==> src/rtl/fa_using_ha.sv <==
// ---------------------------------------------------------------------------
// fa_using_ha: registered ripple-carry adder built from half-adder cells.
//
// Each bit slice is a full adder made of exactly two half adders and an OR.
// The slices are chained into a WIDTH-bit ripple-carry adder. The result is
// registered: one cycle of latency, one result per cycle. Registers load only
// when in_valid is high and hold otherwise.
//
// Ports:
//   clk       in   1      rising-edge clock
//   rst       in   1      asynchronous active-high reset
//   a, b      in   WIDTH  operands
//   cin       in   1      carry into bit 0
//   in_valid  in   1      operands valid this cycle
//   sum       out  WIDTH  registered sum
//   carry     out  1      registered carry out of the top bit
//   out_valid out  1      sum/carry were loaded by the previous cycle
// ---------------------------------------------------------------------------

// Half-adder cell: s = x ^ y, c = x & y.
module half_adder (
    input  logic x,
    input  logic y,
    output logic s,
    output logic c
);
    assign s = x ^ y;
    assign c = x & y;
endmodule

// One full-adder slice: two half adders plus an OR on the generate terms.
// g1 and g2 can never both be 1, so the OR never loses a carry.
module fa_slice (
    input  logic a,
    input  logic b,
    input  logic ci,
    output logic s,
    output logic co
);
    logic p, g1, g2;

    half_adder u_ha1 (.x(a), .y(b),  .s(p), .c(g1));
    half_adder u_ha2 (.x(p), .y(ci), .s(s), .c(g2));

    assign co = g1 | g2;
endmodule

module fa_using_ha #(
    parameter int WIDTH = 1
) (
    input  logic             clk,
    input  logic             rst,
    input  logic [WIDTH-1:0] a,
    input  logic [WIDTH-1:0] b,
    input  logic             cin,
    input  logic             in_valid,
    output logic [WIDTH-1:0] sum,
    output logic             carry,
    output logic             out_valid
);
    // Carry chain: c_chain[i] is the carry into slice i, c_chain[WIDTH] is
    // the carry out of the whole adder.
    logic [WIDTH:0]   c_chain;
    logic [WIDTH-1:0] sum_c;

    // vld_pipe[0] is the input strobe, vld_pipe[1] the registered strobe.
    logic [1:0]       vld_pipe;

    assign c_chain[0] = cin;
    assign vld_pipe[0] = in_valid;

    for (genvar gi = 0; gi < WIDTH; gi++) begin : g_slice
        fa_slice u_slice (
            .a  (a[gi]),
            .b  (b[gi]),
            .ci (c_chain[gi]),
            .s  (sum_c[gi]),
            .co (c_chain[gi+1])
        );
    end

    // Data registers load only on valid, so X/Z on the operands during
    // invalid cycles never reaches the outputs.
    always_ff @(posedge clk or posedge rst) begin
        if (rst) begin
            sum         <= '0;
            carry       <= 1'b0;
            vld_pipe[1] <= 1'b0;
        end else begin
            vld_pipe[1] <= vld_pipe[0];
            if (vld_pipe[0]) begin
                sum   <= sum_c;
                carry <= c_chain[WIDTH];
            end
        end
    end

    assign out_valid = vld_pipe[1];
endmodule

==> config.mk <==
export PLATFORM = sky130hd
export DESIGN_NAME = fa_using_ha
export DESIGN_NICKNAME = d
export VERILOG_FILES = /design/src/rtl/fa_using_ha.sv
export SDC_FILE = /design/constraint.sdc
export NUM_CORES = 1
export LEC_CHECK = 0
export CAP_MARGIN = 20
export CORE_AREA = 4 4 41 43
export DETAILED_ROUTE_END_ITERATION = 10
export DIE_AREA = 0 0 45 47
export SLEW_MARGIN = 20
export SYNTH_ARGS = -nofsm -noshare
export SYNTH_HDL_FRONTEND = slang
export SYNTH_SLANG_ARGS = --single-unit
==> constraint.sdc <==
create_clock -name clk -period 1.1 [get_ports clk]
set_clock_uncertainty 0.15 [all_clocks]
set_input_delay 0.165 -clock clk [delete_from_list [all_inputs] [get_ports clk]]
set_output_delay 0.165 -clock clk [all_outputs]
set_load 0.01 [all_outputs]
# Word-level counts from Yosys, hierarchy flattened
# Index checks and enable logic that the tools add are counted.
dict set report totals {
  ff_bits 3
  in_bits 6
  out_inout_bits 3
  elab_cells 8
}
dict set report op_classes {
  bitwise 5
}
# operator count
set op_table {}
lappend op_table {{$and A1 B1 Y1} 2}
lappend op_table {{$xor A1 B1 Y1} 2}
lappend op_table {{$or A1 B1 Y1} 1}

# Longest topological paths before layout
dict set report logic_depth {
  ltp_word 3
  mapped_depth 2
  ltp_nobuf 2
}

# Cells and area by module
# From an unflattened synthesis, not the netlist that was laid out.
dict set report unflattened {
  cells_unflattened 9
  hier_area_um2 132.6
}
# module instances cells_each area_per_inst_um2 seq_area_each_um2
set by_module_without_submodules {}
lappend by_module_without_submodules {fa_using_ha 1 6 101.3 75.1}
lappend by_module_without_submodules {half_adder 2 1 12.5 0.0}
lappend by_module_without_submodules {fa_slice 1 1 6.3 0.0}

# Worst setup path before layout
# No wires, ideal clock.
dict set report synth_path {
  path_type {input -> register}
  start {in a}
  end {reg sum}
  setup_ns 0.125
  t_arrival_ns 0.866
  required_time_ns 0.825
  setup_slack_ns -0.041
  stages 2
  n_path_buf 0
  path_cell_list {fa_1 mux2_2}
}
dict set report synth_via {
  elab_chain_len 2
}
# element line_no
set synth_lines {}
lappend synth_lines {{start, declared} 53} ;# input logic [WIDTH-1:0] a,
lappend synth_lines {{$xor A1 B1 Y1 (2 in series)} 27} ;# assign s = x ^ y;
lappend synth_lines {{end signal, assigned} 92} ;# sum <= sum_c;
lappend synth_lines {{end, declared} 57} ;# output logic [WIDTH-1:0] sum,
# Every way passes these cells.
# A chain may end at the register's enable or synchronous reset.

# Worst setup path in the final report
dict set report layout_path {
  start {in b}
  end {reg sum}
}
dict set report layout_via {
  elab_chain_len 2
}
# element line_no
set layout_lines {}
lappend layout_lines {{start, declared} 54} ;# input logic [WIDTH-1:0] b,
lappend layout_lines {{$xor A1 B1 Y1 (2 in series)} 27}
lappend layout_lines {{named net g_slice[0].u_slice.s} 37} ;# output logic s,
# The timed path passes the listed nets, and every way through them passes these cells.

==> impl_metrics.ini <==
[cts]
cts.reportedPaths.clkPinSlew_ps = 40
cts_root_buf = clkbuf_4
cts_buffers = 3
clock_latency_ps = 230
cts.sinks = 3
cts_tree = built
h-tree-depth = 1
clk_path_buf_depth = 2

[routing]
ant_nets = 0
totalWireLength_um = 340
drc = 0
drt-vias-per-instance = 3.171
drt_iter0_markers = 0
wl_per_cell_um = 9.714
drt_pass1_iterations = 1
vias = 111

[final_layout]
final_core_util_pct = 18.27
final_cell_mix = buf_2, dfrtp_1, clkbuf_4
num-nets-final = 28
final_common_cell = buf_2
area_growth_pct = 95.88
antennaDiodeCount = 0
stdcell_count = 35
drive_above_1_share_pct = 50.00

[pwr]
power_frac_comb_pct = 17.0
peakVddDrop_mv = 0.2356
power.share.sequential_pct = 34.0
p_per_area_nw_per_um2 = 1627
swShare_pct = 22.57
clkPwrFrac_pct = 49.0
p_int_uw = 299.5
leakage_uw = 0.0001202
p_sw_uw = 87.32
p_total_uw = 386.8

[hold_path]
min_path_type = input port to flop
holdPathStages = 1

[sta]
hold_ws_ps = 13.38
finalSetupViolCount = 0
max_freq_mhz = 929.1
layout_worst_path_cycle_share_pct = 97.84
period_needed_ps = 1076
rsz0062_at_grt = false
relSlewSlack_pct = 88.37
tightestPinTransition_ps = 174.2
hold_violations = 0
drv_slew = 0

[logic_synthesis]
synth_cells = 7
synth.distinct_cells = 4
ys_ff_latch = 3
yosysWarnings = 0
syn_area_sq_um = 121.4
mappedNetlistNets = 14
seq_area_frac_synth_pct = 61.86
synth.avg_cell_area_sq_um = 17.34

[critical_path]
start_kind = input port
r2r_cells = 1
critPathRequiredTime_ps = 1060
critPathMaxFanout = 1
path_class = input port to flop
cp-end-kind = flop
critPathArrivalTime_ps = 1030

[job]
max_cap_violations = 0

[floorplan]
ios = 9
die_w_um = 45
start_util_pct = 9.327
num_rows = 13
die_h_um = 47
dieArea_sq_um = 2115
coreArea_sq_um = 1301

[outcome]
status = finished clean

[global_routing]
grt_overflow = 0
grt_pass1_wl_um = 538
track_usage_pct = 4.441
grt_max_degree = 4
antenna_found_initial = 0
grt_pass1_vias = 151

[placement]
placed_cells = 30
port_buffers = 8
gp_congestion = 0.6723
[what timing repair did]
| action | 4_1_cts | 5_1_grt |
|---|---|---|
| hold buffers | 1 | 0 |
| gates cloned | 0 | 0 |
| endpoints found under the setup margin | 5 | 1 |
| pin swaps | 1 | 0 |
| hold endpoints to repair | 3 | 0 |
| buffers inserted | 0 | 0 |
| resized for setup | 23 | 1 |
[layer usage]
metal	routed length (um)	global-route usage, %	part of all wire [%]
met5	0	0	0
met4	0	7.018	0
met3	77	4.598	23
met2	172	6.497	51
met1	90	2.069	26
[per-stage QoR]
step	cell area, sq um	TNS [ps]	setup WS, ps
finish	237.7	0	23.73
global route	237.7	0	9.297
CTS	235.2	0	15.87
global placement	220.2	-1147	-513.7
floorplan	121.4	-40.92	-40.92
detailed placement	220.2	-1211	-525.4
[cell type report]
cell class / instances / area [sq um]
Timing Repair Buffer: 9 / 67.56
Clock buffer: 4 / 26.28
Multi-Input combinational cell: 3 / 46.29
Sequential cell: 3 / 75.07
Tap cell: 15 / 18.77
Inverter: 1 / 3.754
Fill cell: 152 / 1064
[sequential cells by signal (all words and copies together) (netlist names)]
register / count
out_valid: 1
sum: 1
carry: 1
[critical path, cell delays in order]
cell             delay (ps)
clkdlybuf4s15_1         180
fa_1                    430
mux2_4                  270
[power by group through the flow]
stage	clock network (uW)	logic, uW	registers, uW
5_1_grt	200	71.9	133
2_1_floorplan	0	16.4	139
6_report	189	65.8	132
4_1_cts	201	68.7	132
3_3_place_gp	0	74.4	132
3_5_place_dp	0	77.7	134
[worst paths after layout]
kind                            startpoint  slack [ps]        end
worst min-delay path              in_valid          10  out_valid
worst max-delay path                     b          20        sum
max in group asynchronous              rst         160        sum
min in group asynchronous              rst         520  out_valid
worst min register to register       carry         350      carry
worst max register to register         sum         190        sum
[cells by family after synthesis]
logic type | after synthesis | synth area share [%]
adder cells (fa/ha/maj) | 1 | 16.50
buffers and inverters | 1 | 3.090
flip-flops | 3 | 61.85
multiplexers | 2 | 18.56
[cell usage after synthesis]
master   n  share of area [%]
mux2_2   2                 19
fa_1     1                 16
dfrtp_1  3                 62
inv_1    1                3.1
Power figures use the tool's default switching activity.
